`src/rtl/alu_serial_ctrl.sv`:
```
// Bit-serial operand sequencer for a single 1-bit ALU slice.
// Walks LSB to MSB, chaining carry/borrow, and assembles the result.
module alu_serial_ctrl #(
    parameter int WIDTH = 8
) (
    input  logic             clk,
    input  logic             rst_n,
    input  logic             start,
    input  logic [3:0]       op,
    input  logic [WIDTH-1:0] a_operand,
    input  logic [WIDTH-1:0] b_operand,
    output logic             busy,
    output logic             done,
    output logic [WIDTH-1:0] result,
    output logic             carry_flag,
    output logic             slice_a,
    output logic             slice_b,
    output logic             slice_cin,
    output logic [3:0]       slice_sel,
    input  logic             slice_res,
    input  logic             slice_cout
);

    localparam int IW = (WIDTH > 1) ? $clog2(WIDTH) : 1;
    localparam logic [IW-1:0] LAST = IW'(WIDTH - 1);

    localparam logic [3:0] OP_AND = 4'b0000;
    localparam logic [3:0] OP_OR  = 4'b0001;
    localparam logic [3:0] OP_ADD = 4'b0010;
    localparam logic [3:0] OP_SUB = 4'b0011;
    localparam logic [3:0] OP_SLT = 4'b0100;

    typedef enum logic [1:0] {
        S_IDLE,
        S_RUN,
        S_DONE
    } state_t;

    state_t          state;
    logic [WIDTH-1:0] a_reg;
    logic [WIDTH-1:0] b_reg;
    logic [3:0]      op_reg;
    logic [IW-1:0]   idx;
    logic            carry;

    logic [3:0]      sel_dec;
    logic            known;
    logic            uses_carry;
    logic            is_slt;
    logic            bit_val;
    logic            run;

    always_comb begin
        sel_dec    = OP_AND;
        known      = 1'b1;
        uses_carry = 1'b0;
        is_slt     = 1'b0;
        unique case (1'b1)
            (op_reg == OP_AND): sel_dec = OP_AND;
            (op_reg == OP_OR):  sel_dec = OP_OR;
            (op_reg == OP_ADD): begin
                sel_dec    = OP_ADD;
                uses_carry = 1'b1;
            end
            (op_reg == OP_SUB): begin
                sel_dec    = OP_SUB;
                uses_carry = 1'b1;
            end
            // SLT is a full subtract; only the final borrow survives
            (op_reg == OP_SLT): begin
                sel_dec    = OP_SUB;
                uses_carry = 1'b1;
                is_slt     = 1'b1;
            end
            default: known = 1'b0;
        endcase
    end

    assign run       = (state == S_RUN);
    assign bit_val   = known & slice_res;
    assign slice_a   = run ? a_reg[idx] : 1'b0;
    assign slice_b   = run ? b_reg[idx] : 1'b0;
    assign slice_cin = run ? carry : 1'b0;
    assign slice_sel = run ? sel_dec : 4'b0000;

    always_ff @(posedge clk or negedge rst_n) begin
        if (!rst_n) begin
            state      <= S_IDLE;
            busy       <= 1'b0;
            done       <= 1'b0;
            result     <= '0;
            carry_flag <= 1'b0;
            carry      <= 1'b0;
            idx        <= '0;
            a_reg      <= '0;
            b_reg      <= '0;
            op_reg     <= '0;
        end else begin
            done <= 1'b0;
            unique case (state)
                S_IDLE: begin
                    if (start) begin
                        a_reg      <= a_operand;
                        b_reg      <= b_operand;
                        op_reg     <= op;
                        idx        <= '0;
                        carry      <= 1'b0;
                        result     <= '0;
                        carry_flag <= 1'b0;
                        busy       <= 1'b1;
                        state      <= S_RUN;
                    end
                end
                S_RUN: begin
                    result[idx] <= bit_val;
                    carry       <= slice_cout;
                    if (idx == LAST) begin
                        carry_flag <= uses_carry & slice_cout;
                        if (is_slt) begin
                            result <= {{(WIDTH-1){1'b0}}, slice_cout};
                        end
                        done  <= 1'b1;
                        state <= S_DONE;
                    end else begin
                        idx <= idx + 1'b1;
                    end
                end
                S_DONE: begin
                    busy  <= 1'b0;
                    state <= S_IDLE;
                end
                default: begin
                    busy  <= 1'b0;
                    state <= S_IDLE;
                end
            endcase
        end
    end

endmodule

```
`config.mk`:
```
export PLATFORM = sky130hd
export DESIGN_NAME = alu_serial_ctrl
export DESIGN_NICKNAME = d
export VERILOG_FILES = /design/src/rtl/alu_serial_ctrl.sv
export SDC_FILE = /design/constraint.sdc
export NUM_CORES = 1
export LEC_CHECK = 0
export ABC_AREA = 1
export CORE_MARGIN = 2
export CORE_UTILIZATION = 50
export CTS_BUF_LIST = sky130_fd_sc_hd__clkbuf_16
export CTS_CLUSTER_DIAMETER = 50
export CTS_CLUSTER_SIZE = 28
export DETAILED_ROUTE_END_ITERATION = 10
export GPL_TIMING_DRIVEN = 0
export PLACE_DENSITY = 0.83
export REMOVE_ABC_BUFFERS = 1
export SLEW_MARGIN = 20
export SYNTH_ARGS = -nofsm -noshare
export SYNTH_HDL_FRONTEND = slang
export SYNTH_SLANG_ARGS = --single-unit
export TNS_END_PERCENT = 20
```
`constraint.sdc`:
```
create_clock -name clk -period 1.5 [get_ports clk]
set_clock_uncertainty 0.05 [all_clocks]
set_input_delay 0.3 -clock clk [delete_from_list [all_inputs] [get_ports clk]]
set_output_delay 0.3 -clock clk [all_outputs]
set_load 0.005 [all_outputs]
```
# After elaboration in Yosys (flattened, before gate mapping)
# Index checks and enable logic that the tools add are counted.
[classes]
n_addsub = 1
magnitude_cmp = 2
n_eq_ne = 9
n_mux = 33
bitwise = 3
n_reduce_logical = 13
[op_table]
columns = ["op", "count"]
rows = [
  ["$mux W8", 3],
  ["$pmux W8 S2", 1],
  ["$mux W1", 14],
  ["$bwmux W8", 1],
  ["$eq A4 B2 Y1 const B", 2],
  ["$reduce_and A2 Y1", 4],
  ["$bmux W1 S3", 2],
  ["$mux W3", 2],
  ["$pmux W1 S2", 3],
  ["$pmux W2 S3", 1],
  ["$pmux W3 S2", 1],
  ["$reduce_and A3 Y1", 2],
  ["$reduce_or A5 Y1", 1],
  ["$eq A4 B1 Y1 const B", 1],
  ["$eq A4 B3 Y1 const B", 1],
  ["$logic_not A4 Y1", 1],
  ["$lt A3 B4 Y1 const B", 1],
  ["$mux W2", 2],
  ["$mux W4", 1],
  ["$ne A2 B2 Y1 const B", 2],
  ["$pmux W2 S2", 1],
  ["$add A3 B1 Y3 const B", 1],
  ["$demux W1 S3", 1],
  ["$eq A3 B3 Y1 const B", 1],
  ["other kinds (10)", 11],
]
[totals]
reg_bits = 37
in_bits = 25
out_inout_bits = 18

# Longest topological paths before layout
[depth]
word_depth = 8
mapped_depth = 9
ltp_nobuf = 7

# Least setup slack after synthesis
# No wires, ideal clock.
[synth_path]
path_type = "register to output"
from = "register idx[0]"
to = "output slice_b"
t_arrival_ps = 1055
path_slack_ps = 95
stages_incl_launch_ff = 10
path_buffers = 2
path_cell_list = "dfrtp_1 -> buf_6 -> inv_4 -> buf_6 -> nand2_1 -> nand2_1 -> nand2_1 -> nand2_1 -> nand2_1 -> a21oi_1"
[synth_between]
elab_chain_len = 3
[synth_lines]
columns = ["item", "line", "text"]
rows = [
  ["start, declared", "43", "logic [IW-1:0] idx;"],
  ["start signal, assigned", "125", "idx <= idx + 1'b1;"],
  ["$bmux W1 S3", "82", "assign slice_b = run ? b_reg[idx] : 1'b0;"],
  ["$mux W1 (implied by the code)", "82", ""],
  ["$mux W1", "82", ""],
  ["end, declared", "17", "output logic slice_b,"],
]
# Every way passes these cells. The select of a mux whose other input is x is not followed.

# Worst setup path in the final report
# Same ends and word-level chain as after synthesis.

==> metrics.md <==
| Metric | Value |
|---|---|
| Crit start category | flip-flop |
| Remaining global-route overflow | 0 |
| CP max stage cell | dfrtp_4 |
| Clk pin slew, worst setup/hold paths | 0.06 ns |
| Worst hold path class | input port to async pin |
| Vias per inst | 5.09 |
| Power Total | 5.99 mW |
| CP Capture Point | slice_b |
| Max H-tree Level | 2 |
| Hold slack | 0.413 ns |
| Routed WL | 4560 µm |
| CTS tree | done |
| Full die area | 0.00438 mm² |
| Syn Inst Count | 250 |
| CP Class | flip-flop to primary output |
| Total GRT Usage | 23.7% |
| Fillers | 290 |
| Final setup vio count | 20 |
| RR Startpoint | idx[0] |
| Starting Density | 52.4% |
| Switching share of power | 38.9% |
| Final worst slack | -0.350 ns |
| NetSw | 2.33 mW |
| Max IR drop VDD | 0.00113 V |
| DR iter-0 viols | 76 |
| Root Driver | clkbuf_16 |
| PwrDens | 2210 mW/mm² |
| R2R Setup Slk | -0.35 ns |
| Clock power frac | 22.6% |
| Number of remaining DRC errors | 0 |
| Logic pwr share | 45.7% |
| Cell Int Power | 3.66 mW |
| Flop pwr share | 31.7% |
| Mapped cell area | 0.00193 mm² |
| Routed wire per std cell | 12.9 µm |
| First-pass DRT Iterations | 4 |
| CTS buffer count | 5 |
| Cells on worst reg2reg path | 9 |
| DP Worst Slack | -0.753 ns |
| Netlist cell types | 25 |
| Die W | 66.2 µm |
| Syn Area/Cell | 7.74 µm² |
| Yosys warns | 0 |
| Arr. time, crit path | 1.50 ns |
| Stages on worst setup path | 8 |
| Nets | 332 |
| Post-route ant nets | 0 |
| Via Count | 1801 |
| Register area share after synthesis | 47.9% |
| Status | complete, but fails checks |
| Tmin final | 1.85 ns |
| Vias in the first global route | 1747 |
| Synth Register Bits | 37 |
| Die Height | 66.2 µm |
| P_leak | 1.41 nW |
| Tcrit/Tclk final | 123% |
| Longest Clk Path Bufs | 2 |
| Row cnt | 22 |
| Final hold violation count | 0 |
| CP max FO | 5 |
| Core area | 0.00369 mm² |
| # IOs | 43 |
| Largest stage delay on the critical path | 0.55 ns |
| Setup crit end kind | primary output |
| Ant diodes | 0 |
| Required time worst endpoint | 1.15 ns |
| CP Cell Sequence | inv_4 -> nand2_1 -> nand2_1 -> nand2_1 -> nand2_1 -> nand2_1 -> a21oi_2 -> buf_2 |
| Max-slew violation count | 0 |
| Unrepaired setup endpoints after global routing | true |
| WP buf/inv | 2 |
| Beginning of the critical path | idx[0] |
| Largest net degree at the start of global routing | 25 |
| Top cell family by delay on the critical path | flip-flops |
| Layout cells sized above 1 | 21.9% |
| Antenna violations before repair | 0 |
| RD Place Congestion | 0.749 |
| Worst r2r dst | result[5] |
| First-pass GRT wire length | 7770 µm |
| Violated checks | setup timing |
| Number of I/O port buffers | 40 |
| Max Freq | 541 MHz |
| P&R area growth vs syn | 40.2% |
| CP most frequent cell | nand2_1 |
| Skew-Pair Late Insertion Delay | 0.28 ns |
| Clk sinks | 37 |
| Max Cap Viol | 0 |
| HPWL Detailed | 2720 µm |
-- kinds of logic (layout without fill, tap and decap cells) --
logic type,count (synthesis),after routing,synth area share [%]
AO/OA/AOI/OAI,15,15,4.66
other,1,2,0.194
adder cells (fa/ha/maj),2,2,1.29
flip-flops,37,37,47.9
AND/OR/NAND/NOR,173,173,38.5
buffers and inverters,22,77,7.50
-- worst register-to-register path, stage by stage, from the launching register on --
cell	delay, ns
dfrtp_4	0.51
buf_6	0.13
buf_4	0.16
ha_2	0.18
ha_2	0.18
nand4_1	0.18
nand2_2	0.16
inv_2	0.07
nand3_1	0.07
nand2_1	0.05
-- power groups by stage --
| stage | combinational, mW | clock, mW | sequential, mW |
|---|---|---|---|
| after floorplan | 1.45 | 0 | 1.80 |
| after global routing | 3.06 | 1.42 | 1.95 |
| after global placement | 2.15 | 0 | 1.87 |
| after detailed placement | 2.24 | 0 | 1.89 |
| final | 2.74 | 1.35 | 1.90 |
| after CTS | 2.68 | 1.36 | 1.88 |
-- per-stage QoR --
step | setup TNS [ns] | util [%] | instances | cell area [µm²]
after global placement | -35.47 | 62.3 | 328 | 2300
final | -4.92 | 73.5 | 354 | 2710
after global routing | -6.06 | 73.5 | 354 | 2710
after detailed placement | -10.01 | 63.0 | 329 | 2320
after floorplan | -0.582 | - | 240 | 1840
after CTS | -4.62 | 73.1 | 354 | 2700
-- what timing repair did --
action | in CTS | in global routing
gates resized for setup | 53 | 6
hold endpoints to repair | 13 | 0
setup endpoints to repair | 27 | 28
cloned | 1 | 0
hold buffers | 1 | 0
pin swaps | 12 | 3
buffers inserted | 15 | 0
-- cells in the mapped netlist, drive strengths merged --
cell type	instances	area, µm²
o21ai	6	33.8
or2	2	12.5
inv	11	46.3
ha	2	25.0
dfrtp	37	926
conb	1	3.75
a31o	3	26.3
nand3	11	67.6
a21oi	6	30.0
nand4	1	6.26
nor3	8	56.3
nand2	136	510
buf	11	98.8
nor2	15	91.3
-- routing by layer --
| metal | part of all wire (%) | vias up | track usage, % | wire length [µm] |
|---|---|---|---|---|
| li1 | - | 890 | - | - |
| met1 | 42 | 842 | 27.6 | 1930 |
| met2 | 51 | 58 | 41.0 | 2310 |
| met3 | 5.1 | 11 | 5.79 | 232 |
| met4 | 1.9 | 0 | 10.2 | 87 |
| met5 | 0 | - | 0 | 0 |
-- cells in the final DEF (no fill, tap or decap), types with 5 or more instances in the layout --
cell type | netlist | layout
nor3_1 | 6 | 6
dfrtp_1 | 37 | 34
buf_4 | 5 | 12
clkdlybuf4s50_1 | 0 | 24
nor2_1 | 12 | 10
nand3_1 | 10 | 9
inv_2 | 5 | 6
clkbuf_16 | 0 | 5
buf_2 | 1 | 6
dlygate4sd2_1 | 0 | 7
nand2_1 | 136 | 132
-- worst min-delay path by stage --
stage | start | depth (start not counted) | endpoint | slack, ns
after detailed placement | rst_n | 1 | b_reg[7] | 0.18
after floorplan | rst_n | 0 | a_reg[0] | -0.05
after global routing | rst_n | 2 | result[0] | 0.45
final | rst_n | 2 | b_reg[7] | 0.41
after global placement | carry | 2 | carry | 0.40
after CTS | rst_n | 2 | a_reg[6] | 0.41
-- area by class of cell --
type                            instances  area, µm²  share of cell area [%]
Timing Repair inverter                  1       6.26                   0.231
Sequential cell                        37        932                    34.4
Timing Repair Buffer                   57        548                    20.2
Clock buffer                            5        125                    4.61
Clock inverter                          3       65.1                    2.40
Tap cell                               48       60.1                    2.21
Multi-Input combinational cell        192        907                    33.4
Inverter                               11       68.8                    2.54
Power figures use the tool's default switching activity.
